**config.mk**
```make
export PLATFORM = sky130hd
export DESIGN_NAME = mem_rr_arbiter
export DESIGN_NICKNAME = d
export VERILOG_FILES = /design/src/rtl/mem_arb_pkg.sv /design/src/rtl/mem_rr_arbiter_rr_pick.sv /design/src/rtl/mem_rr_arbiter.sv
export SDC_FILE = /design/constraint.sdc
export NUM_CORES = 1
export LEC_CHECK = 0
export CORE_MARGIN = 2
export CORE_UTILIZATION = 40
export CTS_BUF_LIST = sky130_fd_sc_hd__clkbuf_4
export DETAILED_ROUTE_END_ITERATION = 7
export PLACE_DENSITY = 0.78
export SKIP_LAST_GASP = 1
export SLEW_MARGIN = 40
export SYNTH_ARGS = -nofsm -noshare
export SYNTH_HDL_FRONTEND = slang
export SYNTH_SLANG_ARGS = --single-unit
```
**constraint.sdc**
```tcl
create_clock -name clk_i -period 5.7 [get_ports clk_i]
set_clock_uncertainty 0.05 [all_clocks]
set_input_delay 1.14 -clock clk_i [delete_from_list [all_inputs] [get_ports clk_i]]
set_output_delay 1.14 -clock clk_i [all_outputs]
set_load 0.02 [all_outputs]
```
**src/rtl/mem_arb_pkg.sv**
```systemverilog
// Shared types and helpers for the round-robin memory arbiter.
package mem_arb_pkg;

  typedef enum logic {
    IDLE = 1'b0,
    BUSY = 1'b1
  } arb_state_e;

  // Width of a port index; at least one bit so a degenerate count still elaborates.
  function automatic int idx_w(input int n);
    return (n > 1) ? $clog2(n) : 1;
  endfunction

endpackage

```
**src/rtl/mem_rr_arbiter_rr_pick.sv**
```systemverilog
// Combinational round-robin picker: first pending port at or after the rr pointer wins.
module rr_pick
  import mem_arb_pkg::*;
#(
  parameter int NUM_REQ = 2,
  parameter int IW      = idx_w(NUM_REQ)
) (
  input  logic [NUM_REQ-1:0] pend,
  input  logic [IW-1:0]      rr,
  output logic               vld,
  output logic [NUM_REQ-1:0] gnt_oh,
  output logic [IW-1:0]      gnt_idx
);

  logic [IW-1:0] idx;

  always_comb begin
    vld     = 1'b0;
    gnt_oh  = '0;
    gnt_idx = '0;
    idx     = '0;
    for (int k = 0; k < NUM_REQ; k++) begin
      idx = IW'((32'(rr) + 32'(k)) % 32'(NUM_REQ));
      if (!vld && pend[idx]) begin
        vld         = 1'b1;
        gnt_idx     = idx;
        gnt_oh[idx] = 1'b1;
      end
    end
  end

endmodule

```
**src/rtl/mem_rr_arbiter.sv**
```systemverilog
// Round-robin arbiter: buffers one request per port and issues them to a shared
// memory port one transaction at a time, returning a registered ack to the originator.
module mem_rr_arbiter
  import mem_arb_pkg::*;
#(
  parameter int NUM_REQ    = 2,
  parameter int ADDR_WIDTH = 32,
  parameter int DATA_WIDTH = 32
) (
  input  logic                                     clk_i,
  input  logic                                     arst_i,
  input  logic [NUM_REQ-1:0]                       req_i,
  input  logic [NUM_REQ-1:0][ADDR_WIDTH-1:0]       addr_i,
  input  logic [NUM_REQ-1:0]                       we_i,
  input  logic [NUM_REQ-1:0][DATA_WIDTH-1:0]       wdata_i,
  input  logic [NUM_REQ-1:0][DATA_WIDTH/8-1:0]     strb_i,
  output logic [NUM_REQ-1:0]                       ack_o,
  output logic [DATA_WIDTH-1:0]                    rdata_o,
  output logic                                     resp_o,
  output logic                                     mreq_o,
  output logic [ADDR_WIDTH-1:0]                    maddr_o,
  output logic                                     mwe_o,
  output logic [DATA_WIDTH-1:0]                    mwdata_o,
  output logic [DATA_WIDTH/8-1:0]                  mstrb_o,
  input  logic                                     mack_i,
  input  logic [DATA_WIDTH-1:0]                    mrdata_i,
  input  logic                                     mresp_i
);

  localparam int IW = idx_w(NUM_REQ);

  arb_state_e state_q, state_d;

  logic [NUM_REQ-1:0]                   pend_q;
  logic [NUM_REQ-1:0][ADDR_WIDTH-1:0]   addr_q;
  logic [NUM_REQ-1:0]                   we_q;
  logic [NUM_REQ-1:0][DATA_WIDTH-1:0]   wdata_q;
  logic [NUM_REQ-1:0][DATA_WIDTH/8-1:0] strb_q;

  logic [IW-1:0]      rr_q, grant_q, pick_idx, sel_idx, done_idx;
  logic [NUM_REQ-1:0] pick_oh, done_oh;
  logic               pick_vld, done;

  rr_pick #(.NUM_REQ(NUM_REQ), .IW(IW)) u_pick (
    .pend    (pend_q),
    .rr      (rr_q),
    .vld     (pick_vld),
    .gnt_oh  (pick_oh),
    .gnt_idx (pick_idx)
  );

  always_comb begin
    state_d  = state_q;
    mreq_o   = 1'b0;
    done     = 1'b0;
    done_idx = grant_q;
    done_oh  = '0;
    sel_idx  = grant_q;
    case (state_q)
      IDLE: begin
        sel_idx = pick_vld ? pick_idx : rr_q;
        if (pick_vld) begin
          mreq_o   = 1'b1;
          done_idx = pick_idx;
          done_oh  = pick_oh;
          // A zero-wait memory completes in the issue cycle, so no BUSY detour.
          if (mack_i) done = 1'b1;
          else        state_d = BUSY;
        end
      end
      BUSY: begin
        done_oh = NUM_REQ'(1) << grant_q;
        if (mack_i) begin
          done    = 1'b1;
          state_d = IDLE;
        end
      end
      default: state_d = IDLE;
    endcase
  end

  assign maddr_o  = addr_q[sel_idx];
  assign mwe_o    = we_q[sel_idx];
  assign mwdata_o = wdata_q[sel_idx];
  assign mstrb_o  = strb_q[sel_idx];

  always_ff @(posedge clk_i or posedge arst_i) begin
    if (arst_i) begin
      state_q <= IDLE;
      grant_q <= '0;
      rr_q    <= '0;
      ack_o   <= '0;
      rdata_o <= '0;
      resp_o  <= 1'b0;
    end else begin
      state_q <= state_d;
      if (state_q == IDLE && pick_vld && !mack_i) grant_q <= pick_idx;
      if (done) begin
        rr_q    <= (done_idx == IW'(NUM_REQ - 1)) ? '0 : done_idx + 1'b1;
        rdata_o <= mrdata_i;
        resp_o  <= mresp_i;
      end
      ack_o <= done ? done_oh : '0;
    end
  end

  // Completion only clears a set flag and capture only fills a clear one, so they never collide.
  always_ff @(posedge clk_i or posedge arst_i) begin
    if (arst_i) begin
      pend_q  <= '0;
      addr_q  <= '0;
      we_q    <= '0;
      wdata_q <= '0;
      strb_q  <= '0;
    end else begin
      for (int i = 0; i < NUM_REQ; i++) begin
        if (done && done_oh[i]) begin
          pend_q[i] <= 1'b0;
        end else if (req_i[i] && !pend_q[i]) begin
          pend_q[i]  <= 1'b1;
          addr_q[i]  <= addr_i[i];
          we_q[i]    <= we_i[i];
          wdata_q[i] <= wdata_i[i];
          strb_q[i]  <= strb_i[i];
        end
      end
    end
  end

  always_ff @(posedge clk_i) begin
    for (int i = 0; i < NUM_REQ; i++) begin
      if (!arst_i) begin
        assert (!(req_i[i] && pend_q[i]))
          else $warning("mem_rr_arbiter: request on port %0d while pending, ignored", i);
      end
    end
  end

endmodule

```
After elaboration in Yosys (flattened, before gate mapping)
Index checks and enable logic that the tools add are counted.
Storage, ports and cells
  bits in registers: 178
  input bits: 176
  output and inout port bits: 105
  word-level logic and storage cells: 87
Operators by class
  add/subtract/negate cells: 2
  magnitude comparators: 5
  shifts and indexed selects: 1
  mux-type cells: 42
  bitwise gates (word level): 4
  reductions and logical operators: 17
Operator list (count)
  2-to-1 mux 32 bit: 4
  2-to-1 mux 1 bit: 27
  logical AND 1 bit: 9
  2-to-1 mux 2 bit: 4
  2-to-1 mux 4 bit: 2
  less-than comparator 1 x 2 -> 1 bit (second input constant): 3
  zero test 1 bit: 4
  case mux 1 bit (2 select lines): 2
  case mux 2 bit (2 select lines): 1
  AND reduction 2 bit: 2
  nonzero test 2 bit: 2
  inverter 1 bit: 3
  adder 1 bit (second input constant): 2
  demux 1 bit (select 1 bit): 2
  greater-or-equal comparator 1 bit (second input constant): 2
  OR 2 bit: 1
  << shifter 1 x 1 -> 2 bit (first input constant): 1

Logic depth before layout (Yosys ltp)
Gate-level depths: netlist of the first run.
  depth in word-level cells: 12
  gate-level depth with buffers: 6
  gate-level depth less buffers: 3

Hierarchy
Synthesis of the first run repeated with hierarchy kept, for this count alone.
Second synthesis, totals
  cell total of the unflattened synthesis: 476
  area total of the unflattened synthesis: 7623.6 um^2
Modules (own cells, without submodules)
  mem_rr_arbiter: times used 1, cells an instance 471, area an instance 7591.0 um^2, sequential area each 4454.3 um^2
  rr_pick: times used 1, cells an instance 5, area an instance 32.5 um^2, sequential area each 0.0 um^2

Worst setup path after synthesis of the first run
OpenSTA, ideal clock, no wires.
  path type: reg2out
  start point: register pend_q[0]
  end point: output port mwdata_o[10]
  arrival time: 1449 ps
  required time: 4510 ps
  slack: 3061 ps
  cell stages (with the launch flop): 6
  path buffers: 2
  path through: dfrtp_1 > o21bai_2 > a21oi_4 > buf_6 > buf_8 > mux2_4
Between the ends
  word-level cells in the longest chain between the ends: 10
  elaborated cells between the ends (all ways): 14
  those cells by class: mux (12); reduce/logical (2)
RTL lines
  start: declaration: RTL line mem_rr_arbiter.sv:34  | logic [NUM_REQ-1:0] pend_q;
  start signal: assignment: RTL line mem_rr_arbiter.sv:110  | pend_q <= '0;
  start signal: indexed assignment: RTL line mem_rr_arbiter.sv:118  | pend_q[i] <= 1'b0;
  start signal: indexed assignment: RTL line mem_rr_arbiter.sv:120  | pend_q[i] <= 1'b1;
  2-to-1 mux 1 bit (not written as such) (2 in a row): RTL line mem_rr_arbiter_rr_pick.sv:24  | if (!vld && pend[idx]) begin
  2-to-1 mux 1 bit: RTL line mem_rr_arbiter_rr_pick.sv:24
  zero test 1 bit: RTL line mem_rr_arbiter_rr_pick.sv:24
  logical AND 1 bit: RTL line mem_rr_arbiter_rr_pick.sv:24
  2-to-1 mux 1 bit: RTL line mem_rr_arbiter_rr_pick.sv:24
  2-to-1 mux 1 bit *: RTL line mem_rr_arbiter.sv:61  | sel_idx = pick_vld ? pick_idx : rr_q;
  2-to-1 mux 1 bit *: RTL line mem_rr_arbiter.sv:59  | case (state_q)
  2-to-1 mux 32 bit (not written as such) * (2 in a row): RTL line mem_rr_arbiter.sv:84  | assign mwdata_o = wdata_q[sel_idx];
  end: declaration: RTL line mem_rr_arbiter.sv:23  | output logic [DATA_WIDTH-1:0] mwdata_o,
Mark *: on every way between the ends. The rest lies on a longest branch, timed or not. The select of a mux whose other input is x is not followed.

Worst setup path in the final report of the first run
  start point: register state_q
  end point: output port mwdata_o[25]
Between the ends
  word-level cells in the longest chain between the ends: 3
RTL lines
  start: declaration: RTL line mem_rr_arbiter.sv:32  | arb_state_e state_q, state_d;
  start signal: assignment: RTL line mem_rr_arbiter.sv:96  | state_q <= state_d;
  2-to-1 mux 1 bit: RTL line mem_rr_arbiter.sv:59
  2-to-1 mux 32 bit (not written as such) (2 in a row): RTL line mem_rr_arbiter.sv:84
No other way between the ends. The select of a mux whose other input is x is not followed.

==> run_results.csv, run 1 <==
group,metric,value,unit
run_status,status,"finished clean",
synthesis,synth_ff_type,"dfrtp_1",
cts,clock_latency,550,ps
cts,h-tree-depth,4,
power,leakagePower,0.004467,uW
timing,finalSetupViolations,0,
drt,vias,4923,
drt,drt-initial-drc-count,98,
drt,wl,18360,um
synthesis,ys_ff_latch,178,
critical_path,crit_required,4510,ps
placed_design,hpwlAfterDp,13020,um
cts,clk_pin_slew,140,ps
critical_path,cpMaxStageDelayCell,"buf_6",
critical_path,path_buf_inv,2,
drt,antenna_left,0,
hold_path,hold_class,"flop to flop",
drt,dr.pass1.iters,4,
cts,ctsHoldBuffers,0,
layout,regArea,4454,um2
floorplan,die-area,20220,um2
layout,finalInstanceArea,10920,um2
synthesis,ys_types,24,
power,power.density,531.7,nW/um2
global_routing,first_global_vias,5510,
layout,syn_to_final_growth,42.97,%
synthesis,synthTopCellsByCount,"220 x mux2_2, 178 x dfrtp_1, 11 x buf_2",
synthesis,async_flop_share,100.0,%
placed_design,gp_congestion,0.7567,
timing,rsz0062_at_grt,"no",
layout,fin_cells,1007,
synthesis,synth.cell_area,7639,um2
timing,clock.fmax,235.6,MHz
power,p_comb_share,52.4,%
global_routing,grt_pass1_wl,28790,um
cts,cts_buffer_depth,2,
timing,finalSetupTns,0,ps
layout,nNetsFinal,936,
critical_path,rr_startpoint,"state_q$_DFF_PP0_",
hold_path,holdCritStartpoint,"wdata_q[2]$_DFFE_PP0P_",
critical_path,worstSetupEndpointType,"output pin",
critical_path,critPathTopFamily,"buffers and inverters",
layout,drive_gt1_share,35.62,%
synthesis,synth_cells,481,
synthesis,synthesis.nets,657,
floorplan,die_w,142.2,um
drt,drc,0,
synthesis,synth.most_common_cell,"mux2_2",
cts,post_cts.repair.setup_buffers,0,
synthesis,synth_area_per_cell,15.88,um2
power,p_int,3776,uW
critical_path,critPathKind,"flop to output pin",
power,pwr-share-clk,11.3,%
timing,drv_slew,0,
global_routing,gr-usage-all-layers,18.48,%
placed_design,port_buffers,280,
power,power.share.sequential,36.4,%
hold_path,hold_depth,1,
placed_design,dp.cells,974,
power,max-vdd-ir-drop,0.3217,mV
critical_path,max_stage_delay,580,ps
critical_path,path_max_fanout,69,
synthesis,yosys-top-cells-area,"dfrtp_1 58%, mux2_2 32%, mux2_4 2.0%, mux2_1 1.5%, buf_6 1.0%",
layout,multi_input_area,2972,um2
synthesis,yosysSeqAreaShare,58.31,%
power,p_sw_share,34.97,%
synthesis,synth_edf_count,0,
cts,cts_buffers,17,
global_routing,antenna_found_initial,1,
synthesis,synth_largest_area_cell,"dfrtp_1",
cts,cts_tree,"done",
timing,min_period,4244,ps
power,p_sw,2031,uW
hold_path,hold-path-endpoint,"wdata_q[2]$_DFFE_PP0P_",
cts,postCtsResizedCells,0,
critical_path,r2r-end,"addr_q[17]$_DFFE_PP0P_",
drt,post_drt_wl_per_cell,18.23,um
layout,post-route-util,58.38,%
layout,fill_cells,1453,
cts,clkSinkCount,178,
floorplan,start_util,40.84,%
global_routing,grt_overflow,0,
global_routing,grt_max_degree,154,
floorplan,rows,50,
critical_path,rrSetupSlack,3380,ps
placed_design,placed_cell_area,10640,um2
timing,post-route-period-util,74.46,%
timing,relSlewSlack,50.45,%
critical_path,arrival,3050,ps
critical_path,worstPathCellList,"nor2b_2, a21oi_4, buf_6, mux2_2, clkdlybuf4s50_1",
critical_path,ff2ff_path_depth,5,
run,drv_cap,0,
floorplan,ios,281,
drt,drt-vias-per-instance,4.889,
synthesis,ys_warn_count,0,
floorplan,core-area,18710,um2
timing,hold_viol_final,0,
synthesis,yosysTopAreaCellShare,58.31,%
cts,clock-root-buffer,"clkbuf_4",
timing,tightest_slew,743.2,ps
critical_path,critPathLaunchType,"flop",
floorplan,fp.dieH,142.2,um
==> metrics by stage <==
stage	power, uW	hold slack, ps	setup slack [ps]
floorplan	3981	404.1	2229
global placement	5102	414.0	1888
detailed placement	5211	423.5	2061
CTS	5885	454.9	1381
global route	6148	468.7	1296
finish	5807	451.5	1456
==> registers in the layout (all words and copies together) (netlist names) <==
name     count
grant_q      1
addr_q      64
ack_o        2
strb_q       8
rdata_o     32
pend_q       2
resp_o       1
we_q         2
wdata_q     64
state_q      1
rr_q         1
==> kinds of logic (layout without fill, tap and decap cells) <==
| logic type | count (synthesis) | after routing | share of synthesized area, % |
|---|---|---|---|
| other | 0 | 1 | 0 |
| multiplexers | 240 | 240 | 35.87 |
| AO/OA/AOI/OAI | 12 | 12 | 1.163 |
| AND/OR/NAND/NOR | 22 | 22 | 1.769 |
| flip-flops | 178 | 178 | 58.31 |
| buffers and inverters | 29 | 320 | 2.883 |
==> layout make-up <==
type,instances,area share [%]
diodes,1,0.02291
clock buffers,18,1.237
clock inverters,13,1.031
inverters,1,0.06874
multi-input cells,274,27.21
flip-flops and latches,178,40.79
well taps,234,2.681
repair buffers,288,26.96
==> cell usage in the layout (no fill, tap or decap) <==
cell type and n:
and2_1 3, buf_16 1, mux2_2 220, clkinv_4 1
clkinv_1 2, mux2_1 10, nor3_1 2, clkbuf_4 18
clkinv_2 2, nand2_1 1, o21bai_2 1, buf_8 1
clkinvlp_4 5, clkdlybuf4s50_1 280, buf_4 1, diode_2 1
inv_6 3, a21oi_1 3, nand2b_1 5, mux2_4 10
nand3b_4 1, o21ai_0 4, nor2b_1 1, nor2b_2 1
bufinv_16 1, dfrtp_1 178, a21oi_2 1, a22o_1 1
a21oi_4 2, buf_6 1, nand3_2 1, buf_12 4
nor2_1 7
==> power groups by stage <==
stage	Combinational, uW	Sequential, uW	Clock, uW
final	3040	2110	654
after global routing	3220	2190	741
after CTS	3080	2120	687
after detailed placement	3070	2150	0
after global placement	3000	2100	0
after floorplan	1890	2090	0
==> worst reg2reg max path, delay by kind of cell, from the launching register on <==
kind,cells,cell delay [ps]
AOI/OAI and AO/OA,1,450
buffers and inverters,2,510
DFF,1,520
muxes,1,440
and+or+nand+nor,1,250
==> per-layer routing <==
metal / track usage (%) / wire [um] / vias to the layer above
met5: 0 / 0 / -
met2: 31.86 / 9424 / 163
met4: 7.263 / 419 / 0
met1: 21.67 / 7297 / 2457
li1: - / - / 2272
met3: 5.552 / 1218 / 31
==> worst max path at each step <==
stage | endpoint | depth (start not counted) | start | slack [ps]
floorplan | ack_o[0]$_DFF_PP0_ | 1 | arst_i | 2230
global placement | maddr_o[28] | 5 | state_q$_DFF_PP0_ | 1890
detailed placement | mwdata_o[20] | 5 | state_q$_DFF_PP0_ | 2060
CTS | mwdata_o[20] | 5 | state_q$_DFF_PP0_ | 1380
global route | maddr_o[30] | 5 | state_q$_DFF_PP0_ | 1300
finish | mwdata_o[25] | 5 | state_q$_DFF_PP0_ | 1460
Power figures use the tool's default switching activity.
==> run 2: changes to the inputs <==
--- a/config.mk
+++ b/config.mk
@@ -9,7 +9,7 @@
 export CORE_UTILIZATION = 40
 export CTS_BUF_LIST = sky130_fd_sc_hd__clkbuf_4
 export DETAILED_ROUTE_END_ITERATION = 7
-export PLACE_DENSITY = 0.78
+export PLACE_DENSITY = 0.75
 export SKIP_LAST_GASP = 1
 export SLEW_MARGIN = 40
 export SYNTH_ARGS = -nofsm -noshare
==> constraint.sdc (replaced) <==
create_clock -name clk_i -period 4.2 [get_ports clk_i]
set_clock_uncertainty 0.05 [all_clocks]
set_input_delay 0.84 -clock clk_i [delete_from_list [all_inputs] [get_ports clk_i]]
set_output_delay 0.84 -clock clk_i [all_outputs]
set_load 0.02 [all_outputs]
==> run 2 against run 1 <==
  * Count of clock-buffer cells in the layout fell by 1
  * Largest power group unchanged
  * Worst hold slack got worse by 1.7 ps
  * Largest cell class unchanged
  * First-iteration DRC count is 97% higher
==> run_results.csv, run 2 (synthesis results as in run 1) <==
group,metric,value,unit
hold_path,hold_class,"flop to flop",
critical_path,rr_startpoint,"state_q$_DFF_PP0_",
power,leakagePower,0.004511,uW
timing,min_period,3703,ps
layout,finalInstanceArea,10990,um2
global_routing,gr-usage-all-layers,18.55,%
timing,post-route-period-util,88.16,%
cts,clock_latency,560,ps
timing,finalSetupViolations,0,
placed_design,hpwlAfterDp,13410,um
critical_path,worstSetupEndpointType,"output pin",
drt,drc,0,
hold_path,hold-path-endpoint,"wdata_q[3]$_DFFE_PP0P_",
drt,vias,4903,
layout,fill_cells,1413,
cts,clock-root-buffer,"clkbuf_4",
global_routing,grt_overflow,0,
placed_design,dp_slack,1055,ps
cts,clkSinkCount,178,
power,max-vdd-ir-drop,0.3818,mV
floorplan,core-area,18710,um2
run_status,status,"finished clean",
floorplan,rows,50,
layout,layout_common_cells,"280 x clkdlybuf4s50_1, 220 x mux2_2, 178 x dfrtp_1",
critical_path,rrSetupSlack,1900,ps
layout,antenna_cells,0,
placed_design,placed_cell_area,10660,um2
critical_path,r2r-end,"addr_q[0]$_DFFE_PP0P_",
cts,cts_buffers,17,
floorplan,die_w,142.2,um
floorplan,fp.dieH,142.2,um
layout,fin_cells,1006,
global_routing,antenna_found_initial,0,
placed_design,dp.cells,975,
cts,h-tree-depth,4,
critical_path,ff2ff_path_depth,4,
layout,syn_to_final_growth,43.88,%
run,drv_cap,0,
floorplan,ios,281,
layout,drive_gt1_share,35.88,%
placed_design,port_buffers,280,
critical_path,critPathKind,"flop to output pin",
floorplan,die-area,20220,um2
layout,final_common_cell,"clkdlybuf4s50_1",
timing,layout_setup_ws,497.5,ps
cts,cts_buffer_depth,2,
drt,drt-initial-drc-count,193,
global_routing,first_global_vias,5393,
cts,postCtsResizedCells,0,
cts,clk_pin_slew,150,ps
cts,post_cts.repair.setup_buffers,0,
layout,nNetsFinal,936,
floorplan,start_util,40.84,%
hold_path,holdCritStartpoint,"wdata_q[3]$_DFFE_PP0P_",
drt,dr.pass1.iters,4,
drt,wl,18620,um
placed_design,gp_congestion,0.7494,
cts,cts_tree,"done",
timing,finalSetupTns,0,ps
drt,drt-vias-per-instance,4.874,
timing,drv_slew,0,
critical_path,path_max_fanout,52,
power,power.density,739.2,nW/um2
drt,antenna_left,0,
layout,top_regs,"addr_q (64), wdata_q (64), rdata_o (32)",
timing,relSlewSlack,45.47,%
global_routing,grt_max_degree,89,
timing,rsz0062_at_grt,"no",
timing,hold_viol_final,0,
critical_path,arrival,2810,ps
cts,ctsHoldBuffers,0,
critical_path,crit_required,3310,ps
timing,tightest_slew,816.1,ps
critical_path,critPathLaunchType,"flop",
global_routing,grt_pass1_wl,28860,um
drt,post_drt_wl_per_cell,18.50,um
timing,clock.fmax,270.1,MHz
hold_path,hold_depth,1,
run 2: where the power goes:
group          switching, uW  internal, uW  total [uW]
registers                396          2470        2860
clock network            609           480        1090
logic                   1800          2370        4170
total                   2800          5320        8120
run 2: how the worst max path moves through the flow:
stage                            startpoint                       to  slack [ps]
after global routing      state_q$_DFF_PP0_              maddr_o[28]         330
after global placement               mack_i   addr_q[42]$_DFFE_PP0P_        1130
final                     state_q$_DFF_PP0_              maddr_o[28]         500
after floorplan                      arst_i       ack_o[0]$_DFF_PP0_        1030
after detailed placement             mack_i  wdata_q[30]$_DFFE_PP0P_        1060
after CTS                 state_q$_DFF_PP0_              maddr_o[28]         430
run 2: layer usage:
layer	up-vias	global-route usage, %	wire length [um]
li1	2266	-	-
met1	2436	22.39	7719
met2	173	32.06	9357
met3	28	4.812	1102
met4	0	6.789	434
met5	-	0	0
run 2: area by class of cell:
class | instances | area [um2] | share of cell area [%]
multi-input cells | 274 | 2972 | 27.04
flip-flops and latches | 178 | 4454 | 40.53
clock inverters | 14 | 198.9 | 1.810
clock buffers | 17 | 127.6 | 1.161
well taps | 234 | 292.8 | 2.664
inverters | 1 | 7.507 | 0.06831
repair buffers | 288 | 2938 | 26.73
run 2: per-stage QoR:
| step | power, uW | util, % | hold slack, ps |
|---|---|---|---|
| final | 8124 | 58.76 | 449.8 |
| after global routing | 8577 | 58.76 | 481.0 |
| after CTS | 8220 | 58.76 | 457.5 |
| after detailed placement | 7107 | 57.01 | 424.6 |
| after global placement | 6958 | 57.01 | 413.6 |
| after floorplan | 5403 | - | 404.1 |
run 2: critical path, stage by stage, from the launching register on:
cell	delay, ps
dfrtp_1	520
nor2b_2	240
a21oi_4	160
buf_12	300
mux2_2	390
clkdlybuf4s50_1	570
